<file path="src/rtl/jk_counter_reg_if.sv">
// Control/state bus for jk_counter_reg: mode and per-bit JK/load inputs, plus register state,
// terminal count and wrap pulse. master drives the controls; slave is the register.
interface jk_counter_reg_if #(
  parameter int WIDTH = 4
);
  logic             en;
  logic [1:0]       mode;
  logic [WIDTH-1:0] j;
  logic [WIDTH-1:0] k;
  logic [WIDTH-1:0] d;
  logic [WIDTH-1:0] q;
  logic             tc;
  logic             wrap;

  modport master (
    output en, mode, j, k, d,
    input  q, tc, wrap
  );

  modport slave (
    input  en, mode, j, k, d,
    output q, tc, wrap
  );
endinterface

</file>
<file path="src/rtl/jk_counter_reg.sv">
// WIDTH-bit JK-cell register, reusable as up/down modulo counter or parallel load; 1-cycle latency to q/wrap.
// No backpressure: en=0 freezes q and clears wrap; tc is combinational from q and mode.
module jk_counter_reg #(
  parameter int               WIDTH     = 4,
  parameter logic [WIDTH-1:0] RESET_VAL = '0,
  parameter logic [WIDTH-1:0] MAX_COUNT = '1,
  parameter bit               SATURATE  = 1'b0
) (
  input logic              clk,
  input logic              reset,
  jk_counter_reg_if.slave  bus
);

  localparam logic [1:0] MODE_JK = 2'b00;
  localparam logic [1:0] MODE_UP = 2'b01;
  localparam logic [1:0] MODE_DN = 2'b10;

  logic [WIDTH-1:0] q_r;
  logic             wrap_r;
  logic [WIDTH-1:0] up_tgl;
  logic [WIDTH-1:0] dn_tgl;
  logic             up_acc;
  logic             dn_acc;
  logic [WIDTH-1:0] q_nxt;
  logic             wrap_nxt;
  logic             at_max;
  logic             at_zero;

  // Ripple toggle-enable chains: a bit toggles when every lower bit is 1 (up) or 0 (down).
  always_comb begin
    up_acc = 1'b1;
    dn_acc = 1'b1;
    up_tgl = '0;
    dn_tgl = '0;
    for (int i = 0; i < WIDTH; i++) begin
      up_tgl[i] = up_acc;
      dn_tgl[i] = dn_acc;
      up_acc    = up_acc & q_r[i];
      dn_acc    = dn_acc & ~q_r[i];
    end
  end

  // Loaded values above MAX_COUNT count as terminal so the next up-count wraps.
  assign at_max  = (q_r >= MAX_COUNT);
  assign at_zero = (q_r == '0);

  always_comb begin
    q_nxt    = q_r;
    wrap_nxt = 1'b0;
    case (bus.mode)
      MODE_JK: q_nxt = (bus.j & ~q_r) | (~bus.k & q_r);
      MODE_UP: begin
        if (!at_max) begin
          q_nxt = q_r ^ up_tgl;
        end else if (SATURATE) begin
          q_nxt = MAX_COUNT;
        end else begin
          q_nxt    = '0;
          wrap_nxt = 1'b1;
        end
      end
      MODE_DN: begin
        if (!at_zero) begin
          q_nxt = q_r ^ dn_tgl;
        end else if (SATURATE) begin
          q_nxt = '0;
        end else begin
          q_nxt    = MAX_COUNT;
          wrap_nxt = 1'b1;
        end
      end
      default: q_nxt = bus.d;
    endcase
  end

  always_ff @(posedge clk or posedge reset) begin
    if (reset) begin
      q_r    <= RESET_VAL;
      wrap_r <= 1'b0;
    end else begin
      if (bus.en) begin
        q_r <= q_nxt;
      end
      wrap_r <= bus.en & wrap_nxt;
    end
  end

  assign bus.q    = q_r;
  assign bus.wrap = wrap_r;
  assign bus.tc   = ((bus.mode == MODE_UP) && at_max) || ((bus.mode == MODE_DN) && at_zero);

endmodule
</file>
<file path="src/flat_wrapper.sv">
// flat-port wrapper written by rule: the top's interface ports become plain ports
module jk_counter_reg_flat 
#(
  parameter int               WIDTH     = 4,
  parameter logic [WIDTH-1:0] RESET_VAL = '0,
  parameter logic [WIDTH-1:0] MAX_COUNT = '1,
  parameter bit               SATURATE  = 1'b0
)
  (clk, reset, bus_en, bus_mode, bus_j, bus_k, bus_d, bus_q, bus_tc, bus_wrap);
  jk_counter_reg_if #(.WIDTH(WIDTH)) bus_i ();
  input logic clk;
  input logic reset;
  input wire logic [$bits(bus_i.en)-1:0] bus_en;
  input wire logic [$bits(bus_i.mode)-1:0] bus_mode;
  input wire logic [$bits(bus_i.j)-1:0] bus_j;
  input wire logic [$bits(bus_i.k)-1:0] bus_k;
  input wire logic [$bits(bus_i.d)-1:0] bus_d;
  output wire logic [$bits(bus_i.q)-1:0] bus_q;
  output wire logic [$bits(bus_i.tc)-1:0] bus_tc;
  output wire logic [$bits(bus_i.wrap)-1:0] bus_wrap;
  assign bus_i.en = bus_en;
  assign bus_i.mode = bus_mode;
  assign bus_i.j = bus_j;
  assign bus_i.k = bus_k;
  assign bus_i.d = bus_d;
  assign bus_q = bus_i.q;
  assign bus_tc = bus_i.tc;
  assign bus_wrap = bus_i.wrap;
  jk_counter_reg #(.WIDTH(WIDTH), .RESET_VAL(RESET_VAL), .MAX_COUNT(MAX_COUNT), .SATURATE(SATURATE)) u_core (.clk(clk), .reset(reset), .bus(bus_i));
endmodule
</file>
<file path="config.mk">
export PLATFORM = sky130hd
export DESIGN_NAME = jk_counter_reg_flat
export DESIGN_NICKNAME = d
export VERILOG_FILES = /design/src/rtl/jk_counter_reg_if.sv /design/src/rtl/jk_counter_reg.sv /design/src/flat_wrapper.sv
export SDC_FILE = /design/constraint.sdc
export NUM_CORES = 1
export LEC_CHECK = 0
export CAP_MARGIN = 20
export CORE_AREA = 8 8 55 57
export DETAILED_ROUTE_END_ITERATION = 6
export DIE_AREA = 0 0 63 65
export PLACE_DENSITY = 0.47
export SLEW_MARGIN = 15
export SYNTH_ARGS = -nofsm -noshare
export SYNTH_HDL_FRONTEND = slang
export SYNTH_SLANG_ARGS = --single-unit
</file>
<file path="constraint.sdc">
create_clock -name clk -period 2.4 [get_ports clk]
set_input_delay 0.48 -clock clk [delete_from_list [all_inputs] [get_ports clk]]
set_output_delay 0.48 -clock clk [all_outputs]
set_load 0.1 [all_outputs]
</file>
==> metrics.md <==
| Metric | Value |
|---|---|
| Die Y | between 60 and 70 um |
| Antenna diode count | 0 |
| Post-Synth XOR/XNOR Area | 0 |
| Number of global-route vias before repair | about 600 |
| Main combinational cell family by area after synthesis | compound AO/OA/AOI/OAI gates |
| Die area | 4100 um2 |
| Ys flop type | dfrtp_1 |
| P_leak | 0.383 nW |
| Post-Place Worst Slack | approximately 77 ps |
| Share of power burned in registers | 0.257 |
| Nets | about 120 |
| Setup Viol. Count Final | 0 |
| WP data arrival | between 1500 and 2000 ps |
| Pint | 0.258 mW |
| Number of synthesized flops with an enable pin | 0 |
| P&R area growth vs syn | 57.3% |
| Worst setup path start | bus_mode[0] |
| Status | finished clean |
| CTS Root Cell | clkbuf_4 |
| Syn avg cell area | around 8.3 um2 |
| Clk pwr share | 0.205 |
| GRT met2 Usage | 0.132 |
| Syn_nets | between 80 and 90 |
| Post-Syn Area | around 500 um2 |
| Initial Utilization | 0.239 |
| Worst Path Required | between 1500 and 2000 ps |
| Post-Synthesis Cells | 62 |
| Hpwl dp | around 1.3 mm |
| Post-Place Cells | approximately 110 |
| Worst reg-to-reg path cell count | 5 |
| Fraction of the mapped netlist area in adder cells | 0.195 |
| Commonest cells post-synth | 8 x a21oi_1, 8 x ha_1, 7 x inv_1 |
| Hold Fails Final Rpt | 0 |
| Initial DRT Pass Iterations | 4 |
| Setup CP Type | in -> out |
| Global-route wire length before repair | roughly 2.7 mm |
| RSZ-0062 raised after global routing | false |
| Worst-path clk slew | around 40 ps |
| Top cell type by total area after synthesis | dfrtp_1 |
| # Max-Cap Violations | 0 |
| Antenna violations before repair | 0 |
| Clock Skews | 2.95 ps |
| Reg-to-reg critical path startpoint | u_core.bus.q[0] |
| PwrDens | between 500 and 600 nW/um2 |
| Clock Latency Late Sink | ~250 ps |
| Multiplexer area fraction after synthesis | 0.0488 |
| Max frequency | around 430 MHz |
| Core Util, Final | 0.376 |
| Sequential area share after synthesis | 0.244 |
| Htree depth | 1 |
| Slew Limit Fails | 0 |
| Ys Warns | 0 |
| Routability cong. | approximately 0.85 |
| CTS tree | built |
| Synth cell types | 26 |
| Min-Delay Path Class | in -> async |
| Routed Antenna Nets | 0 |
| Headroom to the max-slew limit | 0.778 |
| Slew @ Worst Pin | 333 ps |
| GRT overflow | 0 |
| CTS Buf Count | 3 |
| Drt drc | 0 |
| Top cells by area, synth | dfrtp_1 24%, ha_1 20%, a21oi_1 7.8% |
| Logic gate share of total power | 0.538 |
| VDD IR-drop max | 0.000329 V |
| Grt peak-use layer | met2 |
| Final worst setup slack | a little under 80 ps |
| Cell Rows | 17 |
| Setup crit end kind | output port |
| Initial drt markers | 33 |
| I/O Buffers | 22 |
| Final period util | 0.968 |
| Routed len/inst | 13.7 um |
| NetSw | approximately 0.22 mW |
| Compound-gate portion of the synthesized area | 0.234 |
| Post-synth top area share | 0.244 |
| Worst Setup EP | bus_tc |
| Worst Setup Start Kind | input port |
| Vias per inst | 4.64 |
| I/O Pins | 23 |
| Synthesized flop and latch total | 5 |
| Core ar. | 2150 um2 |
| Final std cells w/o fill | roughly 120 |
| Fraction of registers with async set/reset | 1.00 |
| Grt met3 use | 0.0412 |
| Final min period | 2320 ps |
| Layout cells sized above 1 | 0.225 |
| GRT Total Usage | 0.0835 |
| Clock buffer depth | 2 |
| Via Count | approximately 540 |
| # hold bufs at CTS | 0 |
| Wirelength, routed | 1.60 mm |
| Post-cts sizing count | 0 |
| Post-Route Setup TNS | 0 ps |
| R2R setup slack | 780 ps |
| Switching part of the total | 0.466 |
| GR Util met1 | 0.0881 |
| Largest net degree at the start of global routing | 11 |
| CTS Sinks | 5 |
| Worst reg2reg endpoint | u_core.bus.q[3] |
| Simple-Gate Fraction of Synth Area | 0.190 |
| # Post-CTS Setup Buffers | 0 |
| Die W | 63 um |
| Critical Path Fanout Max | 3 |
cell type report:
cell class                 count  area (um2)
sequential                     5         128
clock buffer                   4        26.3
inverter                       7        26.3
tap                           28        35.0
timing repair buffer          26         248
fill                         228        1340
multi-input combinational     47         344
per-stage QoR:
stage | area [um2] | hold WS [ps] | power, mW
detailed placement | 781 | 642 | 0.387
floorplan | 517 | 258 | 0.313
global route | 807 | 464 | 0.524
global placement | 781 | 634 | 0.387
CTS | 807 | 439 | 0.490
finish | 807 | 439 | 0.483
registers in the layout, indices dropped and copies added (netlist names):
| name | cells |
|---|---|
| u_core.bus.q | 4 |
| u_core.bus.wrap | 1 |
placed cells by master (no fill, tap or decap), types with 2 or more instances in the layout:
master,instances
o21ai_0,2
buf_4,9
nor2_1,3
ha_1,8
clkbuf_4,3
dfrtp_2,2
dfrtp_1,3
nand2_1,5
a21oi_1,8
inv_1,7
clkdlybuf4s50_1,16
o22ai_1,3
nand3_1,3
worst max-delay path, cell delays in order:
cell and delay (ps):
clkdlybuf4s50_1 480, inv_1 60, ha_1 210, and3b_4 180, a41o_2 260, buf_12 170
cells by family (layout without fill, tap and decap cells):
kind of cell	after synthesis	in the layout
compound gates	19	19
simple gates	18	18
buf+inv	10	37
fa+ha+maj	8	8
flops	5	5
mux	2	2
power groups by stage:
stage | combinational [mW] | sequential (mW) | clock, mW
after floorplan | 0.113 | 0.200 | 0
after global placement | 0.260 | 0.127 | 0
after detailed placement | 0.260 | 0.127 | 0
after CTS | 0.262 | 0.125 | 0.103
after global routing | 0.283 | 0.129 | 0.112
final | 0.259 | 0.124 | 0.0989
layer usage:
| metal | vias up | routed length, um |
|---|---|---|
| li1 | 274 | - |
| met1 | 244 | 733 |
| met2 | 21 | 719 |
| met3 | 4 | 122 |
| met4 | 0 | 23 |
| met5 | - | 0 |
worst min path at each step:
stage	slack, ps	startpoint	depth (start not counted)	end
finish	440	reset	2	u_core.bus.q[2]
global route	460	reset	2	u_core.bus.q[2]
CTS	440	reset	2	u_core.bus.q[2]
detailed placement	640	u_core.bus.q[1]	2	u_core.bus.q[1]
global placement	630	u_core.bus.q[1]	2	u_core.bus.q[1]
floorplan	260	reset	1	u_core.bus.q[2]
Note: power is estimated with default switching activity, not from simulation.
